==> config.mk <==
export PLATFORM = sky130hd
export DESIGN_NAME = pipe_stage_skid
export DESIGN_NICKNAME = d
export VERILOG_FILES = /design/src/rtl/pipe_pkg.sv /design/src/rtl/pipe_slot.sv /design/src/rtl/pipe_stage_skid.sv
export SDC_FILE = /design/constraint.sdc
export NUM_CORES = 2
export LEC_CHECK = 0
export ABC_AREA = 0
export BUFFER_PORTS_ARGS = -buffer_cell sky130_fd_sc_hd__buf_2
export CAP_MARGIN = 0
export CORE_AREA = 4 4 454 456
export DETAILED_ROUTE_END_ITERATION = 16
export DIE_AREA = 0 0 458 460
export PLACE_DENSITY_LB_ADDON = 0.05
export SYNTH_ARGS = -nofsm -noshare
export SYNTH_HDL_FRONTEND = slang
export SYNTH_SLANG_ARGS = --single-unit
==> constraint.sdc <==
create_clock -name clk -period 1.93 [get_ports clk]
set_clock_uncertainty 0.05 [all_clocks]
set_input_delay 0.193 -clock clk [delete_from_list [all_inputs] [get_ports clk]]
set_output_delay 0.193 -clock clk [all_outputs]
set_load 0.005 [all_outputs]
==> src/rtl/pipe_pkg.sv <==
// Shared types and constants for the handshaked pipeline stage register.
// Used by pipe_slot and pipe_stage_skid.
package pipe_pkg;

  typedef enum logic [1:0] {
    EMPTY = 2'd0,
    ONE   = 2'd1,
    TWO   = 2'd2
  } pipe_state_t;

  localparam int unsigned N_DEF  = 32;
  localparam int unsigned V_DEF  = 256;
  localparam int unsigned R_DEF  = 5;
  localparam int unsigned C_DEF  = 4;
  localparam int unsigned NS_DEF = 2;
  localparam int unsigned NV_DEF = 2;

  localparam int unsigned CTRL_PCSRC   = 0;
  localparam int unsigned CTRL_REGW    = 1;
  localparam int unsigned CTRL_REGWV   = 2;
  localparam int unsigned CTRL_MEM2REG = 3;

  localparam int unsigned STAT_W = 32;

  // Saturating increment for the optional statistics counters.
  function automatic logic [STAT_W-1:0] sat_inc(input logic [STAT_W-1:0] v, input logic en);
    if (en && (v != {STAT_W{1'b1}})) begin
      return v + 1'b1;
    end
    return v;
  endfunction

endpackage

==> src/rtl/pipe_slot.sv <==
// One payload register (ctrl, scalar fields, vector fields, write address)
// with load enable and synchronous active-high clear.
module pipe_slot
  import pipe_pkg::*;
#(
  parameter int unsigned N  = N_DEF,
  parameter int unsigned V  = V_DEF,
  parameter int unsigned R  = R_DEF,
  parameter int unsigned C  = C_DEF,
  parameter int unsigned NS = NS_DEF,
  parameter int unsigned NV = NV_DEF
) (
  input  logic            clk,
  input  logic            rst,
  input  logic            load,
  input  logic [C-1:0]    d_ctrl,
  input  logic [NS*N-1:0] d_sdata,
  input  logic [NV*V-1:0] d_vdata,
  input  logic [R-1:0]    d_wa,
  output logic [C-1:0]    q_ctrl,
  output logic [NS*N-1:0] q_sdata,
  output logic [NV*V-1:0] q_vdata,
  output logic [R-1:0]    q_wa
);

  logic [C-1:0]    ctrl_d, ctrl_q;
  logic [NS*N-1:0] sdata_d, sdata_q;
  logic [NV*V-1:0] vdata_d, vdata_q;
  logic [R-1:0]    wa_d, wa_q;

  always_comb begin
    ctrl_d  = ctrl_q;
    sdata_d = sdata_q;
    vdata_d = vdata_q;
    wa_d    = wa_q;
    if (load) begin
      ctrl_d  = d_ctrl;
      sdata_d = d_sdata;
      vdata_d = d_vdata;
      wa_d    = d_wa;
    end
  end

  always_ff @(posedge clk) begin
    if (rst) begin
      ctrl_q  <= '0;
      sdata_q <= '0;
      vdata_q <= '0;
      wa_q    <= '0;
    end else begin
      ctrl_q  <= ctrl_d;
      sdata_q <= sdata_d;
      vdata_q <= vdata_d;
      wa_q    <= wa_d;
    end
  end

  assign q_ctrl  = ctrl_q;
  assign q_sdata = sdata_q;
  assign q_vdata = vdata_q;
  assign q_wa    = wa_q;

endmodule

==> src/rtl/pipe_stage_skid.sv <==
// Valid/ready pipeline stage with a 2-entry skid buffer, flush and ctrl gating.
// Optional statistics counters are enabled by defining PIPE_STAGE_STATS_EN.
module pipe_stage_skid
  import pipe_pkg::*;
#(
  parameter int unsigned N  = N_DEF,
  parameter int unsigned V  = V_DEF,
  parameter int unsigned R  = R_DEF,
  parameter int unsigned C  = C_DEF,
  parameter int unsigned NS = NS_DEF,
  parameter int unsigned NV = NV_DEF
) (
  input  logic            clk,
  input  logic            rst,
  input  logic            flush,
  input  logic            in_valid,
  output logic            in_ready,
  input  logic [C-1:0]    in_ctrl,
  input  logic [NS*N-1:0] in_sdata,
  input  logic [NV*V-1:0] in_vdata,
  input  logic [R-1:0]    in_wa,
  output logic            out_valid,
  input  logic            out_ready,
  output logic [C-1:0]    out_ctrl,
  output logic [NS*N-1:0] out_sdata,
  output logic [NV*V-1:0] out_vdata,
  output logic [R-1:0]    out_wa
`ifdef PIPE_STAGE_STATS_EN
  ,
  output logic [31:0]     stall_cnt,
  output logic [31:0]     flush_cnt,
  output logic [31:0]     xfer_cnt
`endif
);

  pipe_state_t state_d, state_q;

  logic accept, pop;
  logic main_load, main_from_skid, skid_load;

  logic [C-1:0]    main_ctrl, skid_ctrl, main_d_ctrl;
  logic [NS*N-1:0] main_sdata, skid_sdata, main_d_sdata;
  logic [NV*V-1:0] main_vdata, skid_vdata, main_d_vdata;
  logic [R-1:0]    main_wa, skid_wa, main_d_wa;

  // Both handshake outputs come straight from the state register.
  assign in_ready  = (state_q != TWO);
  assign out_valid = (state_q != EMPTY);
  assign accept    = in_valid & in_ready;
  assign pop       = out_valid & out_ready;

  always_comb begin
    state_d        = state_q;
    main_load      = 1'b0;
    main_from_skid = 1'b0;
    skid_load      = 1'b0;
    unique case (state_q)
      EMPTY: begin
        if (accept) begin
          state_d   = ONE;
          main_load = 1'b1;
        end
      end
      ONE: begin
        if (accept && pop) begin
          main_load = 1'b1;
        end else if (accept) begin
          state_d   = TWO;
          skid_load = 1'b1;
        end else if (pop) begin
          state_d = EMPTY;
        end
      end
      TWO: begin
        if (pop) begin
          state_d        = ONE;
          main_load      = 1'b1;
          main_from_skid = 1'b1;
        end
      end
      default: state_d = EMPTY;
    endcase
    // Slots keep stale data on flush; out_ctrl gating hides it.
    if (flush) begin
      state_d   = EMPTY;
      main_load = 1'b0;
      skid_load = 1'b0;
    end
  end

  always_ff @(posedge clk) begin
    if (rst) begin
      state_q <= EMPTY;
    end else begin
      state_q <= state_d;
    end
  end

  always_comb begin
    main_d_ctrl  = in_ctrl;
    main_d_sdata = in_sdata;
    main_d_vdata = in_vdata;
    main_d_wa    = in_wa;
    if (main_from_skid) begin
      main_d_ctrl  = skid_ctrl;
      main_d_sdata = skid_sdata;
      main_d_vdata = skid_vdata;
      main_d_wa    = skid_wa;
    end
  end

  pipe_slot #(
    .N  (N),
    .V  (V),
    .R  (R),
    .C  (C),
    .NS (NS),
    .NV (NV)
  ) u_main (
    .clk     (clk),
    .rst     (rst),
    .load    (main_load),
    .d_ctrl  (main_d_ctrl),
    .d_sdata (main_d_sdata),
    .d_vdata (main_d_vdata),
    .d_wa    (main_d_wa),
    .q_ctrl  (main_ctrl),
    .q_sdata (main_sdata),
    .q_vdata (main_vdata),
    .q_wa    (main_wa)
  );

  pipe_slot #(
    .N  (N),
    .V  (V),
    .R  (R),
    .C  (C),
    .NS (NS),
    .NV (NV)
  ) u_skid (
    .clk     (clk),
    .rst     (rst),
    .load    (skid_load),
    .d_ctrl  (in_ctrl),
    .d_sdata (in_sdata),
    .d_vdata (in_vdata),
    .d_wa    (in_wa),
    .q_ctrl  (skid_ctrl),
    .q_sdata (skid_sdata),
    .q_vdata (skid_vdata),
    .q_wa    (skid_wa)
  );

  // A bubble must never assert a write enable downstream.
  assign out_ctrl  = main_ctrl & {C{out_valid}};
  assign out_sdata = main_sdata;
  assign out_vdata = main_vdata;
  assign out_wa    = main_wa;

`ifdef PIPE_STAGE_STATS_EN
  logic [31:0] stall_cnt_d, stall_cnt_q;
  logic [31:0] flush_cnt_d, flush_cnt_q;
  logic [31:0] xfer_cnt_d, xfer_cnt_q;
  logic        flush_drop;

  // An entry popped in the flush cycle is a transfer, not a drop.
  assign flush_drop = flush & ((state_q == TWO) | ((state_q == ONE) & ~out_ready) | accept);

  always_comb begin
    stall_cnt_d = sat_inc(stall_cnt_q, out_valid & ~out_ready);
    flush_cnt_d = sat_inc(flush_cnt_q, flush_drop);
    xfer_cnt_d  = sat_inc(xfer_cnt_q, pop);
  end

  always_ff @(posedge clk) begin
    if (rst) begin
      stall_cnt_q <= '0;
      flush_cnt_q <= '0;
      xfer_cnt_q  <= '0;
    end else begin
      stall_cnt_q <= stall_cnt_d;
      flush_cnt_q <= flush_cnt_d;
      xfer_cnt_q  <= xfer_cnt_d;
    end
  end

  assign stall_cnt = stall_cnt_q;
  assign flush_cnt = flush_cnt_q;
  assign xfer_cnt  = xfer_cnt_q;
`endif

endmodule
==> results.toml <==
[clock_network]
tritoncts = "built"
clk_pin_slew_worst_paths_ns = 0.06
cts_buffer_depth = 3
numClockSinks = 1172
root_buffer = "clkbuf_16"
numCtsBuffers = 150
htree_levels = 4
worstSkewPairLatency_ns = 0.78

[pwr]
p_seq_share_pct = 41.0
p_leak_nw = 32.8
switching_share_pct = 27.9
comb_power_share_pct = 15.0
vdd_drop_max_v = 0.000760
p_clk_share_pct = 44.0
p_int_mw = 45.8
power.density_nw_per_um2 = 811
p_switching_mw = 17.7

[sta]
hold-worst-slack_ns = 0.166
final.min_clock_period_ns = 1.98
max_freq_ghz = 0.506
finalSetupViolations = 189
worst_pin_slew_ns = 0.690
period_share_pct = 102
setup_ws_ns = -0.0473
hold_viol_final = 0
maxSlewHeadroom_pct = 54.0
drv_slew = 0
rsz0062_at_grt = "yes"

[routing]
drc = 0
postRouteAntennaNets = 0
drt_iter0_drc = 4442
first_pass_iters = 5
wl_um = 279000
route.detailed.wl_per_inst_um = 27.9
vias = 55291
drt-vias-per-instance = 5.52

[synth]
synth.net_count = 6139
syn-cell-area_um2 = 51900
async_reset_ff_share_pct = 0
ys.flop_type = "dfxtp_1"
synth_top_cell_by_area = "dfxtp_1"
ys_top_cells_by_area = "dfxtp_1 (45%), a311oi_1 (20%), mux2i_1 (11%)"
yosysUniqueCellTypes = 28
avgSynthCellArea_um2 = 9.35
synth-edff-count = 0
synth.most_common_cell = "dfxtp_1"
synthCells = 5549
seq_area_frac_synth_pct = 45.2
ys_ff_latch = 1172
synth_top_area_share_pct = 45.2
yosys_warnings = 0
yosys-top-cells-count = "dfxtp_1 (1172), a311oi_1 (1170), clkbuf_1 (685)"

[placed_design]
place_area_um2 = 63500
port-buffer-count = 1176
gp_congestion = 0.811
dp_hpwl_um = 180000

[floorplanning]
dieArea_um2 = 211000
num_rows = 165
io_pins = 1177
core_area_um2 = 202000
die_w_um = 458
initial_core_util_pct = 25.7
die_h_um = 460

[finish]
syn_to_final_growth_pct = 51.2
finalNetCount = 7774
final_util_pct = 38.9
multiInputGateArea_um2 = 26400
drive_above_1_share_pct = 29.8
regArea_um2 = 23500
final_area_um2 = 78400
fillers = 20012

[grt]
grt-ovfl-total = 0
grt.total_usage_pct = 24.1
grt_pass1_wl_um = 386000
antenna_found_initial = 73
grt_max_degree = 115
grt_pass1_vias = 53251

[worst_setup_path]
required_ns = 2.57
worst-setup-path-type = "reg -> reg"
cp.arrival_ns = 2.61
cp-end-kind = "flop"
startpoint_type = "flop"
worstPathMaxFanout = 32

[status]
status = "complete, but fails checks"
failed_checks = "setup timing"

[flow_run]
drv_cap = 0

[hold_path]
holdCritPathClass = "in -> reg"
==> area by class of cell <==
type | count | area share, %
Clock buffer | 237 | 5.77
Antenna cell | 46 | 0.147
Inverter | 2 | 0.0223
Multi-Input combinational cell | 3531 | 33.6
Sequential cell | 1172 | 29.9
Timing Repair Buffer | 2327 | 25.9
Tap cell | 2672 | 4.26
Clock inverter | 22 | 0.354
==> worst paths after layout <==
path / start / endpoint / slack [ns] / cells after the start
min reg2reg: u_skid.q_vdata[368] / u_skid.q_vdata[368] / 0.42 / 2
max: state_q[1] / u_main.q_vdata[341] / -0.05 / 7
max reg2reg: state_q[1] / u_main.q_vdata[341] / -0.05 / 7
min: in_vdata[494] / u_skid.q_vdata[494] / 0.17 / 4
==> kinds of logic (layout without fill, tap and decap cells) <==
kind of cell,Yosys count,after routing,synth area share (%)
compound gates,2345,2345,31.1
other cells,0,46,0
flops,1172,1172,45.2
mux,585,585,11.3
simple gates,601,601,5.86
buf+inv,846,2588,6.49
==> critical path, cell delays in order (launching register included) <==
cell      delay, ns
dfxtp_4        0.35
buf_6          0.12
nand3b_1       0.13
buf_6          0.18
a21bo_4        0.28
buf_16         0.21
buf_16         0.21
a311oi_1       0.31
==> power groups by stage <==
stage | clock, mW | combinational, mW | sequential, mW
finish | 28.0 | 9.56 | 26.0
global route | 29.8 | 10.2 | 26.1
CTS | 28.9 | 8.93 | 26.0
detailed placement | 0 | 7.70 | 26.5
global placement | 0 | 7.68 | 26.5
floorplan | 0 | 3.42 | 26.2
==> state kept, by name (all words and copies together), names as in the netlist <==
signal,count
u_main.q_sdata,64
state_q,2
u_main.q_wa,5
u_main.q_ctrl,4
u_skid.q_ctrl,4
u_skid.q_vdata,512
u_main.q_vdata,512
u_skid.q_wa,5
u_skid.q_sdata,64
==> cell usage in the layout, fill, tap and decap left out, drive strengths merged <==
cell	count
a2111oi	1
a311oi	1170
a211oi	1
o21bai	1
nand2b	2
clkinv	17
nor2	1
nor4bb	2
buf	1689
dlygate4sd3	589
nand3	585
and2	1
or3b	1
nor2b	5
dfxtp	1172
diode	46
nand3b	1
clkbuf	279
nand2	2
a21oi	585
bufbuf	7
o21ai	585
inv	4
mux2i	585
bufinv	3
a21bo	1
nand4bb	1
a21o	1
==> routing by layer <==
| metal | track usage, % | vias up | share of wire, % |
|---|---|---|---|
| li1 | - | 25361 | - |
| met1 | 31.0 | 27587 | 43 |
| met2 | 38.9 | 1887 | 47 |
| met3 | 5.87 | 426 | 6.6 |
| met4 | 9.24 | 30 | 4.0 |
| met5 | 0 | - | 0.066 |
==> metrics by stage <==
stage,setup slack (ns),instances,TNS [ns],power [mW]
2_1_floorplan,0.224,5549,0,29.7
3_3_place_gp,-0.0989,8984,-1.27,34.2
3_5_place_dp,-0.105,8984,-2.83,34.2
4_1_cts,-0.121,9879,-8.46,63.8
5_1_grt,-0.127,9996,-52.01,66.0
6_report,-0.0473,10009,-2.36,63.6
==> timing repair <==
| item | 4_1_cts | 5_1_grt |
|---|---|---|
| pin swaps | 53 | 164 |
| resized for setup | 79 | 273 |
| buffers inserted | 30 | 35 |
| setup endpoints to repair | 29 | 1019 |
| hold endpoints to repair | 1172 | 0 |
| hold buffers | 589 | 0 |
| gates cloned | 17 | 51 |
(Power assumes the default switching activity.)
